`src/rtl/hd63701_intc.sv`:
```
// HD63701 interrupt sequencer: synchronises and latches the interrupt sources, grants the
// highest-priority eligible source at instruction boundaries, and wakes the core from WAI/SLP.
module hd63701_intc #(
  parameter int unsigned SYNC_STAGES = 2
) (
  input  logic       CLK,
  input  logic       RST,
  input  logic       nmi_n,
  input  logic       irq1_n,
  input  logic       src_icf,
  input  logic       src_ocf,
  input  logic       src_tof,
  input  logic       src_sci,
  input  logic       inte,
  input  logic       boundary,
  input  logic       ack,
  input  logic       wai,
  input  logic       slp,
  output logic       req,
  output logic [7:0] vec,
  output logic       wake,
  output logic [5:0] pend
);

  typedef enum logic {IDLE, PEND} state_e;

  state_e                 state_q, state_d;
  logic [SYNC_STAGES-1:0] nmi_sync_q, irq_sync_q;
  logic [SYNC_STAGES:0]   nmi_shift, irq_shift;
  logic                   nmi_s, irq1_s, nmi_prev_q, nmi_edge;
  logic                   nmi_lat_q, nmi_lat_d;
  logic                   gnt_nmi_q, gnt_nmi_d;
  logic [7:0]             vec_q, vec_d;
  logic [5:0]             pend_q, raw, elig;
  logic                   wcond, wcond_q, wake_q;
  logic [7:0]             pri_vec;

  assign nmi_shift = {nmi_sync_q, nmi_n};
  assign irq_shift = {irq_sync_q, irq1_n};
  assign nmi_s     = nmi_sync_q[SYNC_STAGES-1];
  assign irq1_s    = irq_sync_q[SYNC_STAGES-1];
  assign nmi_edge  = nmi_prev_q & ~nmi_s;

  assign raw  = {nmi_lat_q, ~irq1_s, src_icf, src_ocf, src_tof, src_sci};
  assign elig = raw & {1'b1, {5{inte}}};

  // Wake is edge-triggered on this condition so a held source cannot retrigger it.
  assign wcond = (wai & (|elig)) | (slp & (|pend_q));

  always_comb begin
    pri_vec = 8'h00;
    if      (elig[5]) pri_vec = 8'hFC;
    else if (elig[4]) pri_vec = 8'hF8;
    else if (elig[3]) pri_vec = 8'hF6;
    else if (elig[2]) pri_vec = 8'hF4;
    else if (elig[1]) pri_vec = 8'hF2;
    else if (elig[0]) pri_vec = 8'hF0;
  end

  always_comb begin
    state_d   = state_q;
    vec_d     = vec_q;
    gnt_nmi_d = gnt_nmi_q;
    nmi_lat_d = nmi_lat_q;
    case (state_q)
      IDLE: begin
        if ((boundary | wai) && (|elig)) begin
          state_d   = PEND;
          vec_d     = pri_vec;
          gnt_nmi_d = elig[5];
        end
      end
      PEND: begin
        if (ack) begin
          state_d = IDLE;
          if (gnt_nmi_q) nmi_lat_d = 1'b0;
        end
      end
      default: state_d = IDLE;
    endcase
    // A fresh edge on the acknowledge cycle must survive the clear above.
    if (nmi_edge) nmi_lat_d = 1'b1;
  end

  always_ff @(posedge CLK or posedge RST) begin
    if (RST) begin
      state_q    <= IDLE;
      nmi_sync_q <= '1;
      irq_sync_q <= '1;
      nmi_prev_q <= 1'b1;
      nmi_lat_q  <= 1'b0;
      gnt_nmi_q  <= 1'b0;
      vec_q      <= '0;
      pend_q     <= '0;
      wcond_q    <= 1'b0;
      wake_q     <= 1'b0;
    end else begin
      state_q    <= state_d;
      nmi_sync_q <= nmi_shift[SYNC_STAGES-1:0];
      irq_sync_q <= irq_shift[SYNC_STAGES-1:0];
      nmi_prev_q <= nmi_s;
      nmi_lat_q  <= nmi_lat_d;
      gnt_nmi_q  <= gnt_nmi_d;
      vec_q      <= vec_d;
      pend_q     <= raw;
      wcond_q    <= wcond;
      wake_q     <= wcond & ~wcond_q;
    end
  end

  assign req  = (state_q == PEND);
  assign vec  = vec_q;
  assign wake = wake_q;
  assign pend = pend_q;

endmodule

```
`config.mk`:
```
export PLATFORM = sky130hd
export DESIGN_NAME = hd63701_intc
export DESIGN_NICKNAME = d
export VERILOG_FILES = /design/src/rtl/hd63701_intc.sv
export SDC_FILE = /design/constraint.sdc
export NUM_CORES = 1
export LEC_CHECK = 0
export BUFFER_PORTS_ARGS = -buffer_cell sky130_fd_sc_hd__buf_2
export CORE_MARGIN = 4
export CORE_UTILIZATION = 46
export CTS_CLUSTER_DIAMETER = 30
export DETAILED_ROUTE_END_ITERATION = 7
export PLACE_DENSITY = 0.75
export SLEW_MARGIN = 40
export SYNTH_ARGS = -nofsm -noshare
export SYNTH_HDL_FRONTEND = slang
export SYNTH_SLANG_ARGS = --single-unit
```
`constraint.sdc`:
```
create_clock -name CLK -period 2.15 [get_ports CLK]
set_clock_uncertainty 0.15 [all_clocks]
set_input_delay 0.3225 -clock CLK [delete_from_list [all_inputs] [get_ports CLK]]
set_output_delay 0.3225 -clock CLK [all_outputs]
set_load 0.005 [all_outputs]
```
==> run_results.csv, run 1 <==
group,metric,value,unit
detailed_routing,avgRoutedWirePerCell,14.1,microns
sta,hold_violations,0,
detailed_routing,wl_met3,83,microns
power,peakVddDrop,551,uV
detailed_routing,detailroute.via_count,585,
clock_tree,cts_setup_buffers,0,
synthesis,ys_seq_area_frac,0.637,
run_status,outcome,"completed",
worst_setup_path,cp.arrival,1.84,ns
floorplan,die_h,49.6,microns
min_path,worstHoldStart,"src_icf",
floorplan,die_w,49.6,microns
sta,timing.fmax,0.556,GHz
global_route,globalRouteOverflowTotal,0,
clock_tree,clock_sinks,20,
detailed_routing,wl_met2,735,microns
final_layout,num_antenna_cells,0,
synthesis,synthCells,61,
floorplan,io_pins,29,
place,place_area,921,sq um
min_path,hold_class,"input pin to flip-flop",
final_layout,drive_gt1_frac,0.505,
synthesis,ys_ff_latch,20,
synthesis,synth_cell_type_count,29,
detailed_routing,wirelength,1.54,mm
worst_setup_path,cp-startpoint,"src_sci",
worst_setup_path,startpoint_type,"input pin",
worst_setup_path,r2r-start,"nmi_lat_q",
power,total_leakage_power,0.471,nW
worst_setup_path,required,2.19,ns
sta,finalCriticalPeriod,1.80,ns
synthesis,synth_async_sr_flop_share,1.00,
min_path,hold_depth,1,
sta,timing.setup.tns,0,ns
detailed_routing,via_per_inst,5.37,
clock_tree,cts_inserted_buffers,3,
sta,min_period_over_period,0.837,
sta,finalSetupViolations,0,
synthesis,synth_edf_count,0,
floorplan,dieArea,2460,sq um
sta,max_slew.worst_pin.slew,0.704,ns
detailed_routing,drt_iter0_markers,8,
power,pwr_density_cell,931,nW/um^2
final_layout,seq_area,507,sq um
sta,slew_violations,0,
clock_tree,cts-root-buf,"clkbuf_4",
detailed_routing,postRouteAntennaNets,0,
clock_tree,clkSlewWorstSetupHoldPaths,0.10,ns
global_route,grt_pass1_vias,620,
sta,rsz0062_at_grt,"false",
floorplan,rows,14,
clock_tree,clockBufferDepth,2,
clock_tree,tritoncts,"built",
global_route,antenna_found_initial,0,
final_layout,nNetsFinal,107,
synthesis,synth_ff_type,"dfrtp_1",
detailed_routing,drc,0,
worst_setup_path,critPathKind,"input pin to flip-flop",
synthesis,synthesis.nets,74,
final_layout,synthToLayoutAreaGrowth,26.6,%
final_layout,num-fill-cells,130,
final_layout,design_area,1010,sq um
clock_tree,clk_latency,0.30,ns
global_route,grt_pass1_wl,2.68,mm
synthesis,yosysWarnings,0,
final_layout,multiInputGateArea,233,sq um
place,port_buffers,27,
floorplan,core_area,1580,sq um
sta,slew_headroom,0.530,
worst_setup_path,path_max_fanout,3,
global_route,grt_usage,0.147,
detailed_routing,top_layer,"met4",
detailed_routing,drtPass1Iterations,4,
synthesis,syn_area,796,sq um
place,gp_congestion,0.822,
place,hpwl,1.13,mm
worst_setup_path,r2r_cells,3,
floorplan,floorplan.initialDensity,0.505,
synthesis,synth_area_per_cell,13.0,sq um
global_route,grt_max_degree,21,
flow_run,cap_violations,0,
clock_tree,htreeDepth,1,
worst_setup_path,cp-end-kind,"flip-flop",
detailed_routing,met1_length,679,microns
-- state kept, by name (all words and copies together) (netlist names), 2 cells and up --
register    count
irq_sync_q      2
nmi_sync_q      2
pend            6
vec             4
-- layout make-up --
class / count / share of cell area
sequential: 20 / 0.503
clock buffer: 4 / 0.0360
multi-input combinational: 30 / 0.231
tap: 16 / 0.0199
inverter: 7 / 0.0261
timing repair buffer: 32 / 0.184
-- where the power goes --
part | switching (W) | total [W] | internal [W]
Sequential | 0.0000578 | 0.000502 | 0.000445
Combinational | 0.000105 | 0.000224 | 0.000119
Clock | 0.000108 | 0.000212 | 0.000103
-- repair_timing --
action / 4_1_cts / 5_1_grt
hold buffers: 4 / 1
endpoints found under the hold margin: 18 / 1
gates resized for setup: 0 / 0
-- per-layer routing --
metal / GRT usage / vias up
li1: - / 276
met2: 0.240 / 25
met5: 0 / -
met4: 0.0968 / 0
met3: 0.0392 / 5
met1: 0.167 / 279
-- Yosys cell counts (2+ instances only) --
master	instances	area (sq um)
o22ai_1	2	12.5
a21oi_1	2	10.0
buf_4	4	30.0
dfrtp_1	15	375
inv_1	7	26.3
or2_2	2	12.5
dfstp_2	5	131
nor2_1	2	7.51
a211oi_1	2	15.0
-- layout by cell type, fill, tap and decap left out, types with 2 or more instances in the layout --
master	n
dfrtp_1	15
dfstp_2	5
clkbuf_4	3
inv_1	7
or2_2	2
nor2_1	2
buf_2	27
a211oi_1	2
dlygate4sd3_1	5
o22ai_1	2
a21oi_1	2
-- worst paths after layout --
| path | to | slack, ns |
|---|---|---|
| max | wake | 0.35 |
| min | pend[3] | 0.004 |
| max reg2reg | wake | 0.46 |
| min reg2reg | nmi_sync_q[1] | 0.21 |
| max in group asynchronous | req | 0.89 |
| min in group asynchronous | wake | 0.51 |
-- critical path, cell delays in order --
cell and delay [ns]:
dlygate4sd3_1 0.54, buf_2 0.14, or4b_4 0.50, o221ai_1 0.22, a21oi_1 0.10
-- cell families after synthesis --
kind of cell           Yosys count  share of synthesized area
DFF                             20                      0.637
muxes                            1                     0.0141
buffers and inverters           11                     0.0708
AOI/OAI and AO/OA               16                      0.167
other                            1                    0.00471
and+or+nand+nor                 12                      0.107
-- through the flow --
stage | util | power (W) | worst slack [ns] | cells | hold WS [ns]
2_1_floorplan | - | 0.000634 | 0.591 | 61 | 0.133
3_3_place_gp | 0.584 | 0.000719 | 0.531 | 100 | 0.197
3_5_place_dp | 0.584 | 0.000726 | 0.493 | 100 | 0.201
4_1_cts | 0.633 | 0.000946 | 0.469 | 108 | 0.0000160
5_1_grt | 0.639 | 0.00100 | 0.316 | 109 | 0.00165
6_report | 0.639 | 0.000938 | 0.350 | 109 | 0.00405
Note: power is estimated with default switching activity, not from simulation.
==> run 2, diff against run 1 <==
Settings changed: CORE_UTILIZATION 46 to 42, PLACE_DENSITY 0.75 to 0.72.
Clock period 2.15 ns to 1.46 ns, I/O delays scaled along.
==> run_results.csv, run 2 (same netlist as run 1, synthesis figures left out) <==
group,metric,value,unit
clock_tree,clock_sinks,20,
clock_tree,clockBufferDepth,2,
global_route,globalRouteOverflowTotal,0,
detailed_routing,detailroute.via_count,610,
power,combPwrFrac,0.319,
clock_tree,cts-root-buf,"clkbuf_4",
sta,hold_ws,0.0209,ns
power,pwr_density_cell,1270,nW/um^2
final_layout,final_cells,130,
clock_tree,clk_latency,0.30,ns
floorplan,dieArea,2650,sq um
detailed_routing,wirelength,1.68,mm
floorplan,rows,15,
final_layout,design_area,1140,sq um
detailed_routing,drc,0,
global_route,grt_pass1_vias,632,
sta,hold_violations,0,
floorplan,die_h,51.5,microns
floorplan,io_pins,29,
sta,min_period_over_period,1.10,
run_status,violations,"negative setup slack",
clock_tree,clkSlewWorstSetupHoldPaths,0.11,ns
clock_tree,cts_inserted_buffers,3,
final_layout,final_cell_mix,"buf_2 (27), dfrtp_1 (14), buf_4 (9), dlygate4sd3_1 (8), inv_1 (7)",
detailed_routing,postRouteAntennaNets,0,
clock_tree,htreeDepth,1,
floorplan,die_w,51.5,microns
clock_tree,tritoncts,"built",
sta,layout_setup_ws,-0.143,ns
worst_setup_path,r2r-start,"irq_sync_q[1]",
power,power,0.00146,W
power,peakVddDrop,923,uV
global_route,grt_pass1_wl,2.82,mm
floorplan,core_area,1760,sq um
place,hpwl,1.30,mm
worst_setup_path,rrSetupSlack,-0.14,ns
sta,rsz0062_at_grt,"true",
sta,finalSetupViolations,8,
global_route,antenna_found_initial,0,
min_path,hold_depth,2,
worst_setup_path,cp-end-kind,"flip-flop",
worst_setup_path,startpoint_type,"flip-flop",
power,internal_power,0.00102,W
place,port_buffers,27,
final_layout,final_common_cell,"buf_2",
power,sequentialPowerShare,0.500,
sta,finalCriticalPeriod,1.60,ns
global_route,grt_usage,0.146,
detailed_routing,avgRoutedWirePerCell,12.9,microns
worst_setup_path,regToRegEndpoint,"vec[3]",
final_layout,largest_register_ffs,6,
min_path,hold_class,"input pin to flip-flop",
min_path,worstHoldStart,"src_tof",
floorplan,floorplan.initialDensity,0.451,
run_status,outcome,"finished, violations left",
place,numPlacedInstances,118,
worst_setup_path,path_max_fanout,3,
worst_setup_path,r2r_cells,3,
sta,slew_violations,0,
detailed_routing,via_per_inst,4.69,
detailed_routing,drt_iter0_markers,10,
global_route,grt_max_degree,12,
worst_setup_path,cp.arrival,1.63,ns
sta,timing.fmax,0.624,GHz
place,gp_congestion,0.828,
final_layout,nNetsFinal,119,
detailed_routing,drtPass1Iterations,5,
flow_run,cap_violations,0,
power,p_sw_frac,0.301,
power,total_leakage_power,0.525,nW
power,clkPwrFrac,0.182,
power,p_sw,0.000438,W
worst_setup_path,required,1.49,ns
final_layout,synthToLayoutAreaGrowth,43.6,%
place,place_area,1010,sq um
final_layout,drive_gt1_frac,0.562,
min_path,worstHoldEndpoint,"pend[1]",
final_layout,num_antenna_cells,0,
worst_setup_path,critPathKind,"flip-flop to flip-flop",
==> run 2: cell types whose count changed in the layout (fill, tap and decap cells not counted), sizes merged <==
cell         delta
buf             +9
dlygate4sd3     +3
==> run 2: final cells by class <==
| type | instances | area, sq um |
|---|---|---|
| flip-flops and latches | 20 | 508 |
| clock buffers | 4 | 26.3 |
| fillers | 145 | 622 |
| repair buffers | 44 | 283 |
| well taps | 25 | 31.3 |
| inverters | 7 | 26.3 |
| multi-input cells | 30 | 268 |
==> run 2: worst max path at each step <==
stage               depth (start not counted)  slack (ns)  endpoint     startpoint
CTS                                         3       -0.13    vec[3]  irq_sync_q[1]
global route                                3       -0.18    vec[2]  irq_sync_q[1]
floorplan                                   3       -0.05      wake  irq_sync_q[1]
finish                                      3       -0.14    vec[3]  irq_sync_q[1]
detailed placement                          3       -0.11    vec[3]  irq_sync_q[1]
global placement                            3       -0.09      wake  irq_sync_q[1]
==> run 2: routing by layer <==
| layer | GRT usage | part of all wire | vias to the layer above |
|---|---|---|---|
| li1 | - | - | 302 |
| met1 | 0.192 | 0.47 | 282 |
| met3 | 0.0458 | 0.071 | 2 |
| met4 | 0.0524 | 0.0083 | 0 |
| met5 | 0 | 0 | - |
| met2 | 0.225 | 0.45 | 24 |
==> run 2: power groups by stage <==
stage | sequential (W) | clock, W | combinational [W]
finish | 0.000727 | 0.000265 | 0.000464
CTS | 0.000722 | 0.000277 | 0.000448
floorplan | 0.000741 | 0 | 0.000200
detailed placement | 0.000734 | 0 | 0.000419
global placement | 0.000727 | 0 | 0.000412
global route | 0.000737 | 0.000315 | 0.000505
==> run 2: what timing repair did <==
action,in CTS,in global routing
hold endpoints to repair,12,0
pin swaps,2,1
resized for setup,1,3
setup buffers,0,0
hold buffers,8,0
endpoints found under the setup margin,8,8
==> run 2: stage by stage <==
step	util	setup TNS (ns)	setup WS (ns)
3_5_place_dp	0.571	-0.643	-0.114
6_report	0.648	-0.855	-0.143
3_3_place_gp	0.571	-0.507	-0.0911
4_1_cts	0.635	-0.864	-0.135
5_1_grt	0.648	-1.14	-0.183
2_1_floorplan	-	-0.247	-0.0542
==> run 2: worst max-delay path: stages (launching register included) <==
cell and delay (ns):
dfstp_2 0.55, or4b_4 0.51, o21ai_4 0.18, a211oi_2 0.09
==> run 3, diff against run 2 <==
Settings changed: CORE_ASPECT_RATIO set to 1.4.
==> run_results.csv, run 3 (same netlist as run 1, synthesis figures left out) <==
group,metric,value,unit
sta,hold_violations,1,
sta,finalSetupViolations,8,
run_status,violations,"negative hold slack, negative setup slack",
global_route,grt_max_degree,21,
final_layout,final_cell_mix,"buf_2 (27), dfrtp_1 (14), dlygate4sd3_1 (8), inv_1 (7), buf_4 (6)",
power,pwr_density_cell,1320,nW/um^2
final_layout,nNetsFinal,116,
place,place_area,978,sq um
floorplan,io_pins,29,
clock_tree,clkSlewWorstSetupHoldPaths,0.11,ns
sta,min_period_over_period,1.11,
global_route,top_usage_layer,"met2",
place,gp_congestion,0.856,
final_layout,drive_gt1_frac,0.559,
floorplan,die_w,44.8,microns
global_route,grt_pass1_vias,651,
clock_tree,clk_latency,0.30,ns
global_route,grt_pass1_wl,2.83,mm
final_layout,num_antenna_cells,0,
power,power,0.00147,W
sta,slew_violations,0,
detailed_routing,via_per_inst,4.96,
detailed_routing,postRouteAntennaNets,0,
worst_setup_path,rrSetupSlack,-0.15,ns
final_layout,final_common_cell,"buf_2",
clock_tree,clockBufferDepth,2,
detailed_routing,drc,0,
global_route,use_met3,0.0213,
clock_tree,cts_inserted_buffers,3,
floorplan,die_h,59.5,microns
floorplan,core_area,1780,sq um
sta,rsz0062_at_grt,"true",
clock_tree,clock_sinks,20,
global_route,use_met1,0.169,
worst_setup_path,startpoint_type,"flip-flop",
worst_setup_path,critPathKind,"flip-flop to flip-flop",
detailed_routing,avgRoutedWirePerCell,13.8,microns
run_status,outcome,"finished, violations left",
place,port_buffers,27,
final_layout,largest_register_ffs,6,
final_layout,design_area,1110,sq um
sta,layout_setup_ws,-0.154,ns
final_layout,fin_util,0.627,
worst_setup_path,cp-end-kind,"flip-flop",
sta,finalCriticalPeriod,1.61,ns
floorplan,dieArea,2660,sq um
clock_tree,tritoncts,"built",
detailed_routing,drt_iter0_markers,12,
worst_setup_path,cp.arrival,1.72,ns
sta,hold_ws,-0.00473,ns
floorplan,floorplan.initialDensity,0.447,
power,total_leakage_power,0.515,nW
worst_setup_path,path_max_fanout,3,
sta,timing.fmax,0.620,GHz
power,peakVddDrop,728,uV
final_layout,synthToLayoutAreaGrowth,40.1,%
global_route,grt_usage,0.144,
detailed_routing,drtPass1Iterations,6,
detailed_routing,detailroute.via_count,605,
place,hpwl,1.21,mm
flow_run,cap_violations,0,
min_path,hold_class,"input pin to flip-flop",
global_route,antenna_found_initial,0,
floorplan,rows,18,
global_route,globalRouteOverflowTotal,0,
clock_tree,htreeDepth,1,
clock_tree,cts_setup_buffers,0,
detailed_routing,wirelength,1.69,mm
clock_tree,cts-root-buf,"clkbuf_4",
worst_setup_path,required,1.56,ns
global_route,use_met2,0.246,
-- run 3: final cells by class --
| cell class | count | area, sq um |
|---|---|---|
| clock buffer | 4 | 36.3 |
| fill | 150 | 664 |
| inverter | 7 | 26.3 |
| multi-input combinational | 30 | 259 |
| sequential | 20 | 508 |
| tap | 20 | 25.0 |
| timing repair buffer | 41 | 260 |
-- run 3: per-stage QoR --
stage          setup TNS (ns)  setup slack [ns]  instances
3_3_place_gp           -0.455           -0.0808        110
2_1_floorplan          -0.247           -0.0542         61
4_1_cts                -0.825            -0.146        122
3_5_place_dp           -0.588            -0.123        110
5_1_grt                 -1.38            -0.210        122
6_report               -0.853            -0.154        122
-- run 3: per-layer routing --
layer / vias to the layer above / wire, microns / share of wire
met1: 283 / 677 / 0.40
met3: 5 / 109 / 0.065
met2: 21 / 877 / 0.52
met4: 0 / 23 / 0.014
li1: 296 / - / -
met5: - / 0 / 0
-- run 3: timing repair --
action,4_1_cts,5_1_grt
cloned,0,0
resized for setup,0,3
hold buffers,8,0
endpoints found under the setup margin,8,8
endpoints found under the hold margin,22,0
pin swaps,1,0
-- run 3: critical path, cell delays in order (launching register included) --
cell and delay (ns):
dfstp_2 0.55, or4b_4 0.50, o211ai_2 0.20, a22o_2 0.16
-- run 3: power by group --
part / internal, W / switching [W]
sequential: 0.000657 / 0.0000641
clock: 0.000152 / 0.000170
combinational: 0.000228 / 0.000197
total: 0.00104 / 0.000431
-- run 3: final timing paths --
check,start,to,cells after the start
setup reg to reg,irq_sync_q[1],gnt_nmi_q,3
hold reg to reg,irq_sync_q[0],irq_sync_q[1],0
max in group asynchronous,RST,nmi_sync_q[0],4
setup / recovery,irq_sync_q[1],gnt_nmi_q,3
hold / removal,slp,wcond_q,3
min in group asynchronous,RST,wake,4
